--- config.mk ---
export PLATFORM = sky130hd
export DESIGN_NAME = start_fifo_srl_ctrl
export DESIGN_NICKNAME = d
export VERILOG_FILES = /design/src/rtl/start_fifo_srl_ctrl.sv
export SDC_FILE = /design/constraint.sdc
export NUM_CORES = 1
export LEC_CHECK = 0
export CAP_MARGIN = 20
export CORE_AREA = 2 2 39 41
export DETAILED_ROUTE_END_ITERATION = 10
export DIE_AREA = 0 0 41 43
export GPL_TIMING_DRIVEN = 0
export SLEW_MARGIN = 20
export SYNTH_ARGS = -nofsm -noshare
export SYNTH_HDL_FRONTEND = slang
export SYNTH_SLANG_ARGS = --single-unit
--- constraint.sdc ---
create_clock -name clk -period 2.5 [get_ports clk]
set_clock_uncertainty 0.05 [all_clocks]
set_input_delay 0.625 -clock clk [delete_from_list [all_inputs] [get_ports clk]]
set_output_delay 0.625 -clock clk [all_outputs]
set_load 0.02 [all_outputs]
--- src/rtl/start_fifo_srl_ctrl.sv ---
// start_fifo_srl_ctrl: sequences an external SRL shift register as a FIFO with a registered first-word-fall-through output stage
module start_fifo_srl_ctrl #(
  parameter int DATA_WIDTH   = 1,
  parameter int ADDR_WIDTH   = 1,
  parameter int DEPTH        = 2,
  parameter int AFULL_THRESH = DEPTH
) (
  input  logic                  clk,
  input  logic                  reset_n,
  input  logic                  flush,
  input  logic                  if_write_ce,
  input  logic                  if_write,
  input  logic [DATA_WIDTH-1:0] if_din,
  output logic                  if_full_n,
  output logic                  if_almost_full,
  input  logic                  if_read_ce,
  input  logic                  if_read,
  output logic [DATA_WIDTH-1:0] if_dout,
  output logic                  if_empty_n,
  output logic [ADDR_WIDTH:0]   num_data_valid,
  output logic [ADDR_WIDTH:0]   fifo_cap,
  output logic                  sr_we,
  output logic [ADDR_WIDTH-1:0] sr_addr,
  output logic [DATA_WIDTH-1:0] sr_din,
  input  logic [DATA_WIDTH-1:0] sr_dout
);
  typedef logic [ADDR_WIDTH:0] cnt_t;
  cnt_t                  cnt_q, cnt_d;
  logic                  vld_q, vld_d, full_n_q, full_n_d;
  logic [DATA_WIDTH-1:0] dout_q;
  logic                  push, pop, load;
  assign push = if_write & if_write_ce & full_n_q;
  assign pop  = if_read & if_read_ce & vld_q;
  // sr_dout is sampled before this edge's shift, so load is safe alongside push
  assign load = (cnt_q != '0) & (~vld_q | pop);
  assign cnt_d    = cnt_q + cnt_t'(push) - cnt_t'(load);
  assign vld_d    = load | (vld_q & ~pop);
  assign full_n_d = cnt_d < cnt_t'(DEPTH);
  assign sr_we          = push & reset_n & ~flush;
  assign sr_addr        = (cnt_q != '0) ? ADDR_WIDTH'(cnt_q - cnt_t'(1)) : '0;
  assign sr_din         = if_din;
  assign if_full_n      = full_n_q;
  assign if_empty_n     = vld_q;
  assign if_dout        = dout_q;
  assign num_data_valid = cnt_q + cnt_t'(vld_q);
  assign if_almost_full = num_data_valid >= cnt_t'(AFULL_THRESH);
  assign fifo_cap       = cnt_t'(DEPTH + 1);
  always_ff @(posedge clk) begin
    if (!reset_n) begin
      cnt_q    <= '0;
      vld_q    <= 1'b0;
      dout_q   <= '0;
      full_n_q <= 1'b1;
    end else if (flush) begin
      cnt_q    <= '0;
      vld_q    <= 1'b0;
      full_n_q <= 1'b1;
    end else begin
      cnt_q    <= cnt_d;
      vld_q    <= vld_d;
      full_n_q <= full_n_d;
      if (load) dout_q <= sr_dout;
    end
  end
endmodule

==> results.txt, run 1 <==
The run finished with clean final reports. The effective utilization at floorplan is 0.2089. The synthesized design spends more area on one cell type than any other, namely dfxtp_1. The detail-routed net length per standard cell is just over 8 um. For this run, the register share of the synthesized area comes to 0.3463. In this run the number of H-tree levels came out at 1. The finished cells cover 500.5 um2.

The synthesized design contains 0 enable-type register cells. The number of nets in the finished design came out at 67. Dividing the synthesized area by the synthesized cell count gives between 8 and 9 um2.

The signal on the critical path passes through clkdlybuf4s50_1 > nand2b_1 > nor2_1 > dlygate4sd2_1. The all-layer global routing usage came out at 0.08626. The floorplan core area is approximately 0.0014 mm2. VDD sags by at most 210.4 uV.

Summed over all cells, the static leakage comes to 0.2465 nW. The most used flip-flop cell after synthesis is dfxtp_1. The overflow left after global routing is 0. The maximum clock rate is 416.8 MHz. The share of the synthesized area in the top cell type came out at 0.3463.

The signed area change from the synthesized netlist to the final layout came out at 73.16%. The number of clock buffers added by TritonCTS is 3. The required time of the critical path is between 1.5 and 2 ns. The total via count after detailed routing is 271.

The final period utilization is 0.9597. The worst path needs between 2 and 2.5 ns of the cycle, external delays included. The clock latency of the later-clocked register in the worst-skew pair came out at 0.24 ns. Setup violations remaining at the end of the flow were counted as 0. The number of pins with negative max-slew slack in the final report was 0. The number of buffer cells added on primary ports came out at 16. The number of warnings issued by yosys is 0.

In this run the deepest clock path goes through 2 buffers. The tightest min-delay check is of the flip-flop to flip-flop type. The total routed wirelength came out at 564 um. The placer's final routability congestion estimate is around 0.64. Setup repair after global routing left no endpoint under its margin.

For this run, the share of the core covered by cells in the final layout is 0.3617. The boundary pin count is 20. The worst register-to-register path begins at if_empty_n. The reg-to-reg setup timing slack is 0.65 ns. The depth of the worst register-to-register path is 8. Of all flip-flops after synthesis, the portion carrying an async set or reset was 0. The number of antenna violations at the first check in global routing is 0. The largest individual stage delay along the critical path comes from the cell clkdlybuf4s50_1. The clock-pin slew of the registers on the worst-case setup and hold paths came out at 0.05 ns. The global-route wire length before repair came out at 924 um.

Prior to clock tree synthesis, the placed netlist has a worst setup slack of -0.1944 ns. The cell area power density came out at 527.7 mW/mm2. The maximum number of pins on one net before global-route repair came out at 6. The count of routing violations after the opening detailed-route iteration came out at 2. The max-capacitance violation count is 0. The die footprint is about 0.0018 mm2. The source of the worst hold timing path is if_dout. The worst hold path was traced through 2 stages. For hold timing, the worst endpoint is if_dout. The reg-to-reg critical path endpoint is cnt_q[1]. After layout, the worst setup slack is 0.1008 ns. The post-placement cell area is 473.0 um2. Once detail routing completed, the nets flagged for antenna violations numbered 0. Sorting the synthesized cells by area gives the leading types as dfxtp_1 35%, ha_1 13%, buf_4 10%. Hold repair after CTS inserted 0 buffers. The root buffer cell chosen for the clock tree is clkbuf_4. In this design, the stage delay of the slowest critical-path cell is 0.44 ns. The worst setup path is captured at an output pin.

In this run, distinct cell masters in the synthesized netlist total 17. The count of mapped cells out of synthesis came out at 33. The DRC violation count after routing came out at 0. The number of hold violations in the final report came out at 0. In the final layout, the share of cells above drive strength 1 is 0.1296. The commonest cells after synthesis are 5 x dfxtp_1, 5 x nor2_1, 4 x buf_4.

The standard-cell row count is 14. The startpoint class of the critical path is an input port. 0 antenna diodes ended up in the layout. The maximum fanout along the worst path is 5.

The number of vias per cell came out at 3.871. The synthesis-stage register bit count came out at 5. The via count of the first global-routing pass came out at 246.

TritonCTS built the clock tree. The setup path with the least slack is of type input port to output pin. The iteration count of the initial detailed-routing pass came out at 2. The count of clock tree sinks came out at 5.

The synthesized netlist occupies a cell area of 289.0 um2. The die height came out at 43 um. In this run the horizontal extent of the chip is ~40 um. At the worst endpoint, the arrival time is 1.72 ns.
-- power breakdown --
group / total [mW] / internal, mW / switching, mW
logic: 0.0819 / 0.0443 / 0.0377
clock network: 0.0914 / 0.0602 / 0.0311
registers: 0.0908 / 0.0856 / 0.00520
total: 0.264 / 0.190 / 0.0740
-- cell families (layout without fill, tap and decap cells) --
kind of cell	count (synthesis)	in the layout	share of synthesized area
DFF	5	5	0.3463
AOI/OAI and AO/OA	3	3	0.08660
and+or+nand+nor	12	12	0.2034
xor gates and xnor gates	3	3	0.09093
adders and majority gates	3	3	0.1299
buffers and inverters	6	26	0.1299
other	1	2	0.01297
-- state kept, by name, summed over array words and instances, names as in the netlist --
register / flops
cnt_q: 2
if_dout: 1
if_empty_n: 1
if_full_n: 1
-- critical path: cells and delay by family --
kind | cells | cell delay (ns)
simple gates | 2 | 0.33
buf+inv | 2 | 0.77
-- area by class of cell --
cell class | count | area [um2]
plain buffers | 4 | 30.03
clock buffers | 4 | 26.28
fillers | 159 | 883.3
inverters | 2 | 7.507
multi-input cells | 23 | 155.1
flip-flops and latches | 5 | 100.1
well taps | 16 | 20.02
repair buffers | 16 | 161.4
-- metal layers --
layer	track usage	vias to the layer above	part of all wire
met4	0.06000	0	0
met5	0	-	0
met2	0.1125	16	0.43
li1	-	146	-
met3	0.06283	0	0.16
met1	0.09295	109	0.41
-- worst max-delay path by stage --
stage	from	endpoint	cells past startpoint
2_1_floorplan	if_read	cnt_q[1]	8
3_3_place_gp	flush	sr_we	4
3_5_place_dp	flush	sr_we	4
4_1_cts	cnt_q[0]	num_data_valid[1]	4
5_1_grt	flush	sr_we	4
6_report	flush	sr_we	4
-- through the flow --
stage          TNS, ns  cells  power [mW]  hold WS (ns)
4_1_cts              0     70      0.2695        0.4315
3_3_place_gp   -0.3796     66      0.1734        0.4208
3_5_place_dp   -0.4370     66      0.1749        0.4263
5_1_grt              0     70      0.2845        0.4680
6_report             0     70      0.2641        0.4244
2_1_floorplan        0     34      0.1405        0.4742
-- cells in the final DEF, fill, tap and decap left out, types with 2 or more instances in the layout --
master           count
buf_4                4
clkbuf_4             3
clkdlybuf4s50_1     14
conb_1               2
dfxtp_1              5
ha_1                 3
inv_1                2
nand2b_1             2
nor2_1               5
xnor2_1              2
-- repair_timing --
item,in CTS,in global routing
setup endpoints to repair,1,3
gates cloned,0,0
setup buffers,0,0
gates resized for setup,1,2
hold endpoints to repair,0,0
pin swaps,0,0
No activity file was read; power rests on OpenSTA's default activity.
==> inputs of run 2 (changes only) <==
==> constraint.sdc (replaced) <==
create_clock -name clk -period 2.4 [get_ports clk]
set_clock_uncertainty 0.05 [all_clocks]
set_input_delay 0.6 -clock clk [delete_from_list [all_inputs] [get_ports clk]]
set_output_delay 0.6 -clock clk [all_outputs]
set_load 0.02 [all_outputs]
==> run 2 against run 1 <==
Effect of this change: count of clock-buffer cells in the layout stayed put; critical endpoint is now cnt_q[1]; sequential power is 4.2% higher; critical path type is now input port to flip-flop; power is 3.8% higher; die area stayed put; global-route usage stayed put; combinational power is 2.9% higher; first-iteration DRC count stayed put; non-clock buffer count stayed put; sequential share of layout area is 0.20 points higher; register-to-register slack worse by 0.10 ns.
==> results.txt, run 2 (synthesis results as in run 1) <==
The critical path is of the input port to flip-flop type. The placer's final routability congestion estimate came out at 0.6437. The total routed wirelength came out at 565 um.

CTS placed an instance of clkbuf_4 at the clock tree root. The overflow left after global routing is 0. The clock period could shrink to 2.243 ns. The maximum clock rate is approximately 450 MHz.

The detail-routed net length per standard cell came out at between 8 and 9 um. The data arrival time of the critical path came out at ~2.3 ns. TritonCTS built the clock tree. The number of nets in the finished design came out at 67. The worst setup path is captured at a flip-flop. The die is about 43 um tall.

After clock tree synthesis, the clock-pin slew on the worst setup and hold paths is around 0.05 ns. The proportion of layout cells with a drive suffix above 1 came out at 0.1481. The source of the worst hold timing path is if_dout. The routed design uses around 240 um of met2 wire. Tracing the worst setup path back leads to its startpoint at if_read.

The repair_antennas step left the layout with diodes totalling 0. The final cell count without fillers came out at 70. After detailed routing, the number of remaining DRC violations is 0. The tightest min-delay check is of the flip-flop to flip-flop type. The count of clock tree sinks is 5.

The final period utilization is 0.9344. The required time of the critical path came out at 2.47 ns. Input and output buffers added on the ports amount to 16. Leaving out fill and tap cells, the most frequent cell in the layout is clkdlybuf4s50_1. Across the whole layout, storage elements account for 100.1 um2. The number of hold violations in the final report came out at 0. The first global-routing pass estimated 924 um of wire. The die footprint came out at 0.001763 mm2.

The signed area change from the synthesized netlist to the final layout is 71.43%. The number of pins with negative max-slew slack in the final report came out at 0. The number of setup violations in the final report is 0. The clock latency of the later-clocked register in the worst-skew pair came out at about 0.24 ns. Entering global routing, the biggest net connects 6 pins. The run finished with clean final reports. The floorplan core area came out at 0.001384 mm2. The post-placement cell count came out at 66. The total number of H-tree levels came out at 1. The maximum fanout along the worst path is 4. The routed wire length on met3 is 93 um. The smallest hold slack came out at about 0.42 ns. The number of vias per cell came out at just under 4.

The via count of the first global-routing pass is between 200 and 250. The worst register-to-register path has a setup slack of 0.55 ns. The effective utilization at floorplan came out at 0.2089. Ranked by flip-flop count, first place goes to cnt_q.

For this block, the initial DRC count from the detailed router was 2. For this design the static power due to leakage is approximately 0.25 nW. The fill cell total of the finished layout is approximately 160. Setup repair after global routing left no endpoint under its margin. The final route contains 271 vias.

The post-layout total power came out at 274.1 uW. The count of buffers added by post-CTS timing repair for setup came out at 0. The maximum resistive drop on vdd is 219.1 uV. Across the run, the number of max-cap violations was 0. The total CTS buffers is 3. In this run the power density over the cells is between 500 and 600 mW/mm2. In the final layout, the multi-input gates occupy 155.1 um2.

The all-layer global routing usage came out at 0.08626. The number of routed nets with antenna violations is 0. The launching point of the worst reg2reg path is if_empty_n. The number of hold buffers added after cts came out at 0. The utilization of the core after routing came out at 0.3580. The detailed router put a total of 231 um of wire on met1.

The die is 41 um wide. The iteration count of the initial detailed-routing pass is 2. The boundary pin count is 20. The number of flip-flops under the largest register name came out at 2. The number of antenna violations at the first check in global routing was 0.

The highest metal layer carrying signal wires in the routed design is met3. The longest clock path from root to sink contains 2 buffers. Leaving out fill and tap cells, the most frequent cells in the layout are 13 x clkdlybuf4s50_1, 5 x nor2_1, 5 x dfxtp_1. The worst setup path is launched from an input port. The standard-cell row count came out at 14.
run 2: cell types whose count changed in the layout (fill, tap and decap cells not counted):
| cell | before | now |
|---|---|---|
| clkdlybuf4s50_1 | 14 | 13 |
| clkbuf_2 | 0 | 1 |
run 2: worst paths after layout:
| path | endpoint | depth (start not counted) |
|---|---|---|
| worst min-delay path | if_dout | 2 |
| worst max register to register | cnt_q[1] | 8 |
| worst max-delay path | cnt_q[1] | 9 |
| worst min register to register | if_dout | 2 |
run 2: what timing repair did:
item / 4_1_cts / 5_1_grt
endpoints found under the setup margin: 2 / 4
gates cloned: 0 / 0
resized for setup: 2 / 4
run 2: per-layer routing:
layer	track usage	up-vias
met5	0	-
met4	0.06000	0
met3	0.06283	0
met2	0.1125	16
met1	0.09295	109
li1	-	146
run 2: area by class of cell:
cell class	count	share of cell area
sequential	5	0.2020
inverter	2	0.01515
multi-input combinational	23	0.3131
buffer	4	0.06061
tap	16	0.04040
clock buffer	4	0.05303
timing repair buffer	16	0.3157
run 2: per-stage QoR:
| step | worst slack, ns | cell area [um2] | TNS, ns |
|---|---|---|---|
| after detailed placement | -0.2444 | 473.0 | -0.6370 |
| after floorplan | 0.3729 | 292.8 | 0 |
| after CTS | 0.008142 | 496.7 | 0 |
| final | 0.1574 | 495.5 | 0 |
| after global routing | 0.02798 | 495.5 | 0 |
| after global placement | -0.2361 | 473.0 | -0.5796 |
run 2: report_power, final:
part,switching (mW),leakage (nW),internal (mW),total [mW]
sequential,0.00541,0.0406,0.0892,0.0946
combinational,0.0392,0.192,0.0451,0.0843
clock,0.0324,0.0150,0.0627,0.0952
total,0.0771,0.248,0.197,0.274
run 2: worst max-delay path: stages:
cell,delay (ns)
clkdlybuf4s50_1,0.40
a21boi_1,0.31
nor2_1,0.09
ha_1,0.28
inv_1,0.04
ha_1,0.17
xnor2_1,0.13
xnor2_1,0.14
and2b_1,0.16
==> inputs of run 3 (changes only) <==
--- a/config.mk
+++ b/config.mk
@@ -5,6 +5,7 @@
 export SDC_FILE = /design/constraint.sdc
 export NUM_CORES = 1
 export LEC_CHECK = 0
+export ABC_AREA = 1
 export CAP_MARGIN = 20
 export CORE_AREA = 2 2 39 41
 export DETAILED_ROUTE_END_ITERATION = 10
==> run 3 against run 2 <==
Effect of this change: worst setup slack worse by 0.042 ns; first-iteration DRC count is 50% lower; final cell count grew 17%; sequential share of layout area fell by 1.9 points; synthesized area grew 17%; count of clock-buffer cells in the layout unchanged; sequential cell count unchanged; largest power group unchanged.
==> results.txt, run 3 <==
The total number of H-tree levels came out at 1. The startpoint identified for the worst hold timing path is if_dout. The maximum fanout along the worst path is 4. The clock-pin slew of the registers on the worst-case setup and hold paths is 0.05 ns.

The pre-antenna-repair detailed-routing pass consisted of 2 iterations. cnt_q holds more flip-flops than any other register. The share of the synthesized area in the top cell type came out at 0.2963. The CTS tree is yes. Synthesis produced a netlist whose cell count is between 40 and 50. The final cell count without fillers came out at 82. For this configuration, the core starts out at a cell density of 0.2441.

The layer flagged by global routing as most heavily used is met2. In this run the static leakage power is 0.2854 nW. The proportion of synthesized flip-flops having asynchronous set or reset came out at 0. The synthesis-stage register bit count came out at 5. The overflow left after global routing is 0. STA classifies the critical path endpoint as an output pin. The synthesized cell area came out at roughly 340 um2.

For this block, the initial DRC count from the detailed router was 1. The number of setup violations in the final report came out at 0. In this run the horizontal extent of the chip is 41 um. The tightest min-delay check is of the flip-flop to flip-flop type. Of the total power, the share spent switching nets is 0.3063.

The sequential share of the synthesized area is 0.2963. The switching power is about 90 uW. The standard-cell row count is 14. The part of the power in the clock network is 0.349. The beginning of the critical path is cnt_q[0].

The met1 capacity usage during global routing came out at 0.08682. The proportion of layout cells with a drive suffix above 1 came out at 0.2273. The placer's final routability congestion estimate is 0.6375. The routed design has 626 um of wire. The library cell with the highest instance count after synthesis is nand2_1. The signed area change from the synthesized netlist to the final layout is 61.48%. The number of warnings issued by yosys is 0. Dividing the detail-routed wire length by the instance count gives about 7.6 um.

The layout has 153 filler cells. By area the synthesized netlist is led by dfxtp_1 30%, ha_1 11%, buf_4 8.9%. The internal portion of the total power is 200.5 uW.

The library cells used most frequently in the layout, excluding fill and tap cells, are 14 x clkdlybuf4s50_1, 7 x nand2_1, 6 x inv_1. The commonest cells after synthesis are 7 x nand2_1, 6 x inv_1, 5 x dfxtp_1. Setup slack on the critical path of the routed design comes to ~0.12 ns. The all-layer global routing usage is 0.08534.

The distinct cell type count of the synthesized netlist is 19. In the routed design, unresolved DRC markers number 0. Across all register-to-register paths, the minimum setup slack is around 0.86 ns.

The count of buffers added by post-CTS timing repair for setup came out at 0. Max-cap violations in this run came to 0. The primary flip-flop cell chosen by synthesis mapping is dfxtp_1. The count of clock tree sinks is 5. The post-placement cell count is around 80. The required time of the critical path came out at approximately 1.8 ns.

Setup repair after global routing left no endpoint under its margin. In this run the remaining antenna-violating nets after routing total 0. The utilization of the core after routing is 0.3942.

The clock root buffer is clkbuf_4. The clock latency of the later-clocked register in the worst-skew pair is 0.25 ns. The post-layout minimum cycle time is 2.285 ns. The most common library cell in the layout ignoring fill and taps is clkdlybuf4s50_1.

After legalization and detailed placement, the total HPWL measured 526.3 um. The biggest area consumer among synthesized cells is dfxtp_1. The die footprint came out at 0.001763 mm2.

The mean post-synth cell area came out at between 7 and 8 um2. The boundary pin count is 20. The floorplan core area came out at approximately 0.0014 mm2.

Buffers placed on the I/O ports in this run total 16. At the end of the flow, the number of nets in the layout was 79. The global-route wire length before repair came out at 979 um.

Across the VDD grid, the largest voltage drop is 251.1 uV. The maximum clock rate is 437.7 MHz. The met2 layer usage reported by global route is 0.1219. The number of pins with negative max-slew slack in the final report came out at 0. The final period utilization came out at 0.9520.

Data on the critical path arrives at its endpoint at between 1.5 and 2 ns. The maximum number of pins on one net before global-route repair is 6. The cell area power density is 529.9 mW/mm2. The floorplan step set the die height to between 40 and 50 um. The pre-CTS setup slack came out at -0.2120 ns.

The count of inserted antenna diode cells came out at 0. Using the TritonRoute via totals, the vias-per-cell ratio works out to roughly 4. The share of total power dissipated in combinational logic is 0.322. The number of hold violations in the final report is 0. The number of antenna violations at the first check in global routing is 0. The number of flip-flops under the largest register name is 2. The share of power burned in registers is 0.329. In this run, synthesis inferred 0 flip-flops with an integrated enable.

The flow ran to the end, and the final reports show no timing, DRC or antenna violations. The longest clock path from root to sink contains 2 buffers. The total CTS buffers is 3. The total via count after detailed routing came out at 328. The via count of the first global-routing pass is 274. The worst setup path is launched from a flip-flop. The startpoint identified for the worst register-to-register timing path is cnt_q[1].

The global routing met3 resource utilization is 0.05236. The setup path with the least slack is of type flip-flop to output pin.
-- run 3: routing by layer --
layer / part of all wire / routed length [um]
met5: 0 / 0
met1: 0.41 / 258
met2: 0.39 / 243
met4: 0.022 / 14
met3: 0.17 / 109
-- run 3: worst paths after layout --
kind,end,depth (start not counted)
worst max-delay path,if_almost_full,3
worst min-delay path,if_dout,4
worst max register to register,cnt_q[1],10
worst min register to register,if_dout,4
-- run 3: worst max-delay path: stages, from the launching register on --
cell             delay [ns]
dfxtp_1                0.39
ha_1                   0.19
xor2_1                 0.18
clkdlybuf4s50_1        0.63
-- run 3: kinds of logic (layout without fill, tap and decap cells) --
| family | Yosys count | count (layout) | share of synthesized area |
|---|---|---|---|
| AND/OR/NAND/NOR | 19 | 19 | 0.2963 |
| other | 1 | 2 | 0.01110 |
| buffers and inverters | 13 | 33 | 0.1889 |
| flip-flops | 5 | 5 | 0.2963 |
| AO/OA/AOI/OAI | 1 | 1 | 0.01853 |
| adder cells (fa/ha/maj) | 3 | 3 | 0.1111 |
| XOR/XNOR | 3 | 3 | 0.07779 |
-- run 3: area by class of cell --
cell class              instances  area [um2]  share of cell area
plain buffers                   4       30.03             0.05505
clock buffers                   4       26.28             0.04817
inverters                       9       33.78             0.06193
multi-input cells              28       177.7              0.3257
flip-flops and latches          5       100.1              0.1835
well taps                      16       20.02             0.03670
repair buffers                 16       157.7              0.2890
-- run 3: power by group through the flow --
stage | Sequential [mW] | Clock [mW] | Combinational (mW)
finish | 0.0951 | 0.101 | 0.0932
global route | 0.0954 | 0.111 | 0.106
CTS | 0.0951 | 0.105 | 0.0953
detailed placement | 0.0967 | 0 | 0.0950
global placement | 0.0963 | 0 | 0.0936
floorplan | 0.0997 | 0 | 0.0559
-- run 3: timing repair --
action	4_1_cts	5_1_grt
hold buffers	0	0
endpoints found under the setup margin	1	2
resized for setup	1	3
cloned	0	0
-- run 3: through the flow --
step                total power, mW  hold slack [ns]  TNS (ns)  area (um2)
global route                 0.3122           0.5110         0       545.5
detailed placement           0.1917           0.4589   -0.2120       521.8
global placement             0.1899           0.4537   -0.2183       521.8
floorplan                    0.1556           0.4553         0       341.6
CTS                          0.2951           0.4776         0       546.8
finish                       0.2891           0.4753         0       545.5
